[src/rtl/adc_frame_reader.sv]
// adc_frame_reader
//   Drain side of one oscilloscope channel's ADC capture FIFO. A host start
//   arms the capture block, waits for the capture to complete, then pops up
//   to FRAME_LEN samples and forwards them over a valid/ready byte link as
//   one frame: A5, CH_ID, samples[, checksum].
//
//   Build option: define ADC_FRAME_CSUM_EN to append an 8-bit additive
//   checksum of the sample bytes as the last byte of every frame. Without it
//   the frame ends after the last sample and the checksum logic is absent.
//
// Parameters
//   FRAME_LEN  samples read per frame, 1..8191
//   CH_ID      channel identifier carried in the second header byte
//
// Ports
//   Clk        system clock, rising edge
//   Reset_n    asynchronous active-low reset
//   start      one-cycle frame request, honoured only when idle
//   cap_bg     one-cycle arm pulse to the capture block
//   cap_end    capture complete, FIFO readable
//   cap_empty  capture FIFO empty
//   cap_rdreq  FIFO pop; data appears on cap_data the following cycle
//   cap_data   FIFO read data (normal mode)
//   tx_data    byte to link
//   tx_valid   tx_data valid
//   tx_ready   link accepts when tx_valid & tx_ready
//   busy       high whenever a frame is in progress
//   done       one-cycle pulse when the frame has finished
//   short_err  sticky: FIFO ran dry before FRAME_LEN samples; cleared by start

module adc_frame_reader #(
  parameter int          FRAME_LEN = 4096,
  parameter logic [7:0]  CH_ID     = 8'h00
) (
  input  logic       Clk,
  input  logic       Reset_n,
  input  logic       start,
  output logic       cap_bg,
  input  logic       cap_end,
  input  logic       cap_empty,
  output logic       cap_rdreq,
  input  logic [7:0] cap_data,
  output logic [7:0] tx_data,
  output logic       tx_valid,
  input  logic       tx_ready,
  output logic       busy,
  output logic       done,
  output logic       short_err
);

  localparam logic [12:0] LEN  = 13'(FRAME_LEN);
  localparam logic [7:0]  SYNC = 8'hA5;

  typedef enum logic [3:0] {
    S_IDLE, S_ARM, S_WAIT, S_HDR0, S_HDR1, S_POP, S_LAT, S_SEND, S_TAIL
  } state_t;

  state_t      state_q, state_d;
  logic [12:0] cnt_q;       // samples forwarded so far in this frame
  logic [7:0]  sample_q;    // sample being presented in SEND
  logic        short_q;
  logic        done_q;
`ifdef ADC_FRAME_CSUM_EN
  logic [7:0]  csum_q;
`endif

  // ---------------------------------------------------------------------
  // State register
  // ---------------------------------------------------------------------
  always_ff @(posedge Clk or negedge Reset_n) begin
    if (!Reset_n) state_q <= S_IDLE;
    else          state_q <= state_d;
  end

  // ---------------------------------------------------------------------
  // Next-state logic
  // ---------------------------------------------------------------------
  always_comb begin
    state_d = state_q;
    case (state_q)
      S_IDLE: if (start)    state_d = S_ARM;
      S_ARM:                state_d = S_WAIT;
      S_WAIT: if (cap_end)  state_d = S_HDR0;
      S_HDR0: if (tx_ready) state_d = S_HDR1;
      S_HDR1: if (tx_ready) state_d = S_POP;
      // An empty FIFO here ends the frame early rather than stalling.
      S_POP:                state_d = cap_empty ? S_TAIL : S_LAT;
      S_LAT:                state_d = S_SEND;
      S_SEND: if (tx_ready) state_d = (cnt_q == LEN) ? S_TAIL : S_POP;
`ifdef ADC_FRAME_CSUM_EN
      S_TAIL: if (tx_ready) state_d = S_IDLE;
`else
      S_TAIL:               state_d = S_IDLE;
`endif
      default:              state_d = S_IDLE;
    endcase
  end

  // ---------------------------------------------------------------------
  // Datapath: counter, sample register, checksum, status flags
  // ---------------------------------------------------------------------
  always_ff @(posedge Clk or negedge Reset_n) begin
    if (!Reset_n) begin
      cnt_q    <= '0;
      sample_q <= '0;
      short_q  <= 1'b0;
    end else begin
      case (state_q)
        S_IDLE: if (start) begin
          cnt_q   <= '0;
          short_q <= 1'b0;
        end
        S_POP:  if (cap_empty) short_q <= 1'b1;
        // Counter stops at FRAME_LEN, so 13 bits never wrap.
        S_LAT: begin
          sample_q <= cap_data;
          cnt_q    <= cnt_q + 13'd1;
        end
        default: ;
      endcase
    end
  end

`ifdef ADC_FRAME_CSUM_EN
  // Sum mod 256 of sample bytes only; header bytes never enter it.
  always_ff @(posedge Clk or negedge Reset_n) begin
    if (!Reset_n)                       csum_q <= '0;
    else if (state_q == S_IDLE && start) csum_q <= '0;
    else if (state_q == S_LAT)          csum_q <= csum_q + cap_data;
  end
`endif

  // done lands in the cycle after the final byte is accepted. With the
  // checksum that byte leaves in TAIL; without it the last sample leaves
  // in SEND and TAIL itself is that following cycle.
  always_ff @(posedge Clk or negedge Reset_n) begin
    if (!Reset_n) done_q <= 1'b0;
`ifdef ADC_FRAME_CSUM_EN
    else          done_q <= (state_q == S_TAIL) && tx_ready;
`else
    else          done_q <= (state_d == S_TAIL);
`endif
  end

  // ---------------------------------------------------------------------
  // Output logic (decoded from registered state, so reset is immediate)
  // ---------------------------------------------------------------------
  always_comb begin
    cap_bg    = 1'b0;
    cap_rdreq = 1'b0;
    tx_valid  = 1'b0;
    tx_data   = 8'h00;
    case (state_q)
      S_ARM:  cap_bg    = 1'b1;
      S_POP:  cap_rdreq = !cap_empty;
      S_HDR0: begin tx_valid = 1'b1; tx_data = SYNC;     end
      S_HDR1: begin tx_valid = 1'b1; tx_data = CH_ID;    end
      S_SEND: begin tx_valid = 1'b1; tx_data = sample_q; end
`ifdef ADC_FRAME_CSUM_EN
      S_TAIL: begin tx_valid = 1'b1; tx_data = csum_q;   end
`endif
      default: ;
    endcase
  end

  assign busy      = (state_q != S_IDLE);
  assign done      = done_q;
  assign short_err = short_q;

endmodule

[config.mk]
export PLATFORM = sky130hd
export DESIGN_NAME = adc_frame_reader
export DESIGN_NICKNAME = d
export VERILOG_FILES = /design/src/rtl/adc_frame_reader.sv
export SDC_FILE = /design/constraint.sdc
export NUM_CORES = 1
export LEC_CHECK = 0
export ABC_AREA = 1
export CAP_MARGIN = 20
export CORE_UTILIZATION = 40
export DETAILED_ROUTE_END_ITERATION = 16
export GPL_TIMING_DRIVEN = 0
export PLACE_DENSITY = 0.63
export SETUP_SLACK_MARGIN = 0.02
export SLEW_MARGIN = 10
export SYNTH_ARGS = -nofsm -noshare
export SYNTH_HDL_FRONTEND = slang
export SYNTH_SLANG_ARGS = --single-unit
[constraint.sdc]
create_clock -name Clk -period 1.2 [get_ports Clk]
set_input_delay 0.24 -clock Clk [delete_from_list [all_inputs] [get_ports Clk]]
set_output_delay 0.24 -clock Clk [all_outputs]
set_load 0.05 [all_outputs]
Yosys cells after proc, flatten, opt, wreduce, memory -nomap -nowiden --
Cells that the tools add are included.
Cells by class: $add $sub $neg 1, equality and inequality tests 11, muxes and demuxes 17, reductions and logical operators 8
Operators with widths (count):
- case mux 4 bit (8 select lines) | 1
- 2-to-1 mux 4 bit | 7
- case mux 13 bit (2 select lines) | 1
- == test 4 x 3 -> 1 bit (second input constant) | 4
- case mux 8 bit (2 select lines) | 1
- adder 13 x 1 -> 13 bit (second input constant) | 1
- == test 13 bit (second input constant) | 1
- 2-to-1 mux 13 bit | 1
- == test 4 x 2 -> 1 bit (second input constant) | 2
- 2-to-1 mux 1 bit | 5
- == test 4 x 1 -> 1 bit (second input constant) | 1
- == test 4 bit (second input constant) | 1
- logical NOT 4 bit | 1
- inequality test 2 bit (second input constant) | 2
- nonzero test 2 bit | 2
- nonzero test 4 bit | 1
- AND reduction 3 bit | 1
- OR reduction 3 bit | 1
- case mux 1 bit (2 select lines) | 1
- AND reduction 2 bit | 1
- logical NOT 1 bit | 1
Word-level totals: register bits 27, bits of input ports 14, output and inout port bits 14, logic and storage cells 42

Depth between registers and ports, before layout --
depth in word-level cells 5, mapped depth 8, mapped depth without buffers 7

Worst setup path before layout --
No wires, ideal clock.
kind reg2out, from register state_q[3], to output port tx_data[2], data arrival time 1483 ps, required time 960 ps, path slack -523 ps, stages on the path, launching flop included 6, buffers on the path 0, cells stage by stage dfrtp_1 nor2_1 inv_1 nor2_1 nor2_1 nor2_1
Between the ends: cells in the longest elaborated chain, start to end 2, elaborated cells between the ends (all ways) 3, classes of those cells eq/ne: 2; mux: 1
Ends and longest elaborated chain:
- start, declared | RTL line 58 | state_t state_q, state_d;
- start signal, assigned | RTL line 72 | else state_q <= state_d;
- == test 4 x 3 -> 1 bit or == test 4 x 2 -> 1 bit (tied branches) | RTL line 153 | case (state_q)
- case mux 8 bit (2 select lines) * | RTL line 153
- end, declared | RTL line 43 | output logic [7:0] tx_data,
Mark *: on every way between the ends. The rest lies on a longest branch, timed or not.

Final worst setup path --
from register state_q[2], to output port tx_data[2]
The elaborated chain is that of the path after synthesis.

==> impl_metrics.py <==
metrics = {
    "placed_design": {
        "dp_cells": 294,
        "dp_hpwl_mm": 2.491,
        "io_buffers": 27,
        "place_congestion": 0.8430,
        "place_ws_ps": -887.0,
    },
    "route": {
        "ant_nets": 0,
        "avgViaCountPerCell": 5.015,
        "drc": 0,
        "wire_per_inst_um": 13.57,
        "via_count": 1645,
        "dr.first_iter.drc_count": 93,
        "wirelength_mm": 4.452,
        "firstDrtPassIters": 5,
    },
    "outcome": {
        "status": "finished with violations",
        "violations": "setup timing",
    },
    "synthesis": {
        "synth-main-ff-cell": "dfrtp_1",
        "ys_seq_area_frac": 0.4390,
        "async_reset_ff_frac": 1.000,
        "yosysUniqueCellTypes": 23,
        "synth_edf_count": 0,
        "synth_area_sq_mm": 0.001539,
        "syn-num-nets": 235,
        "syn_area_per_cell_sq_um": 7.027,
        "synthCells": 219,
        "synth-seq-cells": 27,
        "ys_warn_count": 0,
    },
    "final_layout": {
        "area_delta_synth_final_pct": 71.06,
        "drive_gt1_frac": 0.4536,
        "num_antenna_cells": 0,
        "post-route-util": 0.7137,
        "final_nets": 297,
        "finalNonFillerCells": 328,
    },
    "pwr": {
        "combPwrFrac": 0.664,
        "p_total_w": 0.005707,
        "p_sw_w": 0.002658,
        "leakage_nw": 1.173,
        "clock_power_share": 0.093,
        "swShare": 0.4657,
        "powerDensity_mw_per_mm2": 2168,
        "seq_power_share": 0.243,
        "p_int_w": 0.003049,
        "vdd_drop_max_mv": 0.9218,
    },
    "clock_network": {
        "root_buffer": "clkbuf_8",
        "h-tree-depth": 1,
        "clk_pin_slew_ps": 100,
        "numCtsBuffers": 3,
        "clockBufferDepth": 2,
        "cts_tree": "yes",
        "cts_sinks": 27,
        "clock_latency_ps": 280,
    },
    "die": {
        "start_util": 0.4172,
        "die_x_um": 64.03,
        "ioPinCount": 28,
        "die_y_um": 64.03,
        "rows": 22,
        "dieArea_sq_mm": 0.004099,
        "core-area_sq_mm": 0.003689,
    },
    "worst_setup_path": {
        "worstPathRequired_ps": 960,
        "crit_arrival_ps": 1420,
        "critPathBufInv": 2,
        "crit_path_end_kind": "output pin",
        "crit_family": "flip-flops",
        "crit_top_cell": "nor2_4",
        "slowest_delay_ps": 470,
        "crit_chain": "nor2_4 > inv_2 > nor2_4 > nor2_2 > nor2_4 > buf_6",
        "crit_type": "reg2out",
        "cp_slowest_cell": "dfrtp_2",
        "startpoint_type": "flop",
        "cp_max_fo": 3,
    },
    "timing": {
        "max_freq_ghz": 0.6034,
        "finalClockSkew_ps": 9.906,
        "relSlewSlack": 0.5892,
        "hold_viol_final": 0,
        "rsz0062_at_grt": "true",
        "final-setup-viol-count": 37,
        "worst_slew_pin_slew_ps": 616.2,
        "period_share": 1.381,
        "drv_slew": 0,
        "setup_ws_ps": -457.3,
        "fin_tns_setup_ps": -10020,
        "period_needed_ps": 1657,
    },
    "grt": {
        "grt_max_degree": 28,
        "antenna_found_initial": 0,
        "grt_pass1_wl_mm": 6.527,
        "grt.total_usage": 0.2052,
        "grt_pass1_vias": 1444,
        "overflow": 0,
    },
    "worst_hold_path": {
        "worstHoldPathType": "reg2reg",
    },
    "run": {
        "drv_cap": 0,
    },
}
[layout by cell type, fill, tap and decap left out, types with 2 or more instances in the layout]
cell type and count:
buf_12 3, buf_4 13, nand2_2 13, buf_8 5, clkdlybuf4s50_1 12, nand3_2 5, clkbuf_8 3, dfrtp_1 24
nand2_1 46, nand3_4 2, inv_8 2, nand4_1 6, inv_2 5, inv_1 19, nand3_1 14, inv_4 4
o21ai_0 3, o21ai_2 8, nor2_4 15, nor2_2 4, nor2_1 19, dfrtp_2 3, nand2_8 2, buf_2 2
buf_6 23, nand2_4 4, o21ai_1 4
[what timing repair did]
| action | in CTS | in global routing |
|---|---|---|
| hold buffers | 1 | 0 |
| resized for setup | 140 | 71 |
| buffers inserted | 15 | 14 |
| gates cloned | 1 | 1 |
| pin swaps | 18 | 20 |
| setup endpoints to repair | 40 | 39 |
| hold endpoints to repair | 27 | 0 |
[layer usage]
layer | GRT usage | vias to the layer above | part of all wire
li1 | - | 816 | -
met1 | 0.2656 | 783 | 0.44
met2 | 0.3497 | 39 | 0.51
met3 | 0.01964 | 7 | 0.034
met4 | 0.08239 | 0 | 0.016
met5 | 0 | - | 0
[flip-flops by register name, indices dropped and copies added, names as in the netlist]
| signal | flops |
|---|---|
| cnt_q | 13 |
| done | 1 |
| sample_q | 8 |
| short_err | 1 |
| state_q | 4 |
[final cells by class]
cell class / instances / area [sq um]
Buffer: 3 / 37.54
Clock buffer: 4 / 45.04
Fill cell: 294 / 1056
Inverter: 31 / 145.1
Multi-Input combinational cell: 158 / 1064
Sequential cell: 27 / 679.4
Tap cell: 48 / 60.06
Timing Repair Buffer: 57 / 601.8
[per-stage QoR]
stage | hold slack, ps | cell area, sq um
after floorplan | -55.59 | 1617
after global routing | 503.1 | 2633
final | 487.4 | 2633
after detailed placement | 290.0 | 1942
after CTS | 481.3 | 2281
after global placement | 456.1 | 1947
[worst paths after layout]
check,to,from,depth (start not counted),slack (ps)
setup / recovery,tx_data[2],state_q[2]$_DFF_PN0_,6,-460
hold / removal,sample_q[5]$_DFFE_PN0P_,sample_q[5]$_DFFE_PN0P_,2,490
setup reg to reg,cnt_q[2]$_DFFE_PN0P_,state_q[2]$_DFF_PN0_,7,-290
hold reg to reg,sample_q[5]$_DFFE_PN0P_,sample_q[5]$_DFFE_PN0P_,2,490
max in group asynchronous,state_q[1]$_DFF_PN0_,Reset_n,2,240
min in group asynchronous,cnt_q[0]$_DFFE_PN0P_,Reset_n,2,510
[Yosys cell counts (all sizes together), types with 2 or more instances]
master   n  area [sq um]
nand2   65         254.0
nor2    38         150.1
inv     31         116.4
dfrtp   27         675.7
nand3   21         110.1
o21ai   16         80.07
nand4    7         50.05
buf      3         22.52
a21oi    2         10.01
ha       2         25.02
nor3     2         10.01
[power by group through the flow]
stage	clock network [W]	registers, W	logic [W]
after floorplan	0	0.00140	0.00153
after global routing	0.000574	0.00142	0.00401
final	0.000530	0.00139	0.00379
after global placement	0	0.00137	0.00214
after detailed placement	0	0.00138	0.00214
after CTS	0.000541	0.00138	0.00279
[logic make-up after synthesis]
logic type | share of synthesized area
compound gates | 0.06748
simple gates | 0.3870
buf+inv | 0.09024
flops | 0.4390
fa+ha+maj | 0.01626
[tightest hold or removal path, stage by stage, from the launching register on]
cell and delay, ps:
dfrtp_1 350, nand2_1 50, nand2_1 50
Note: power is estimated with default switching activity, not from simulation.
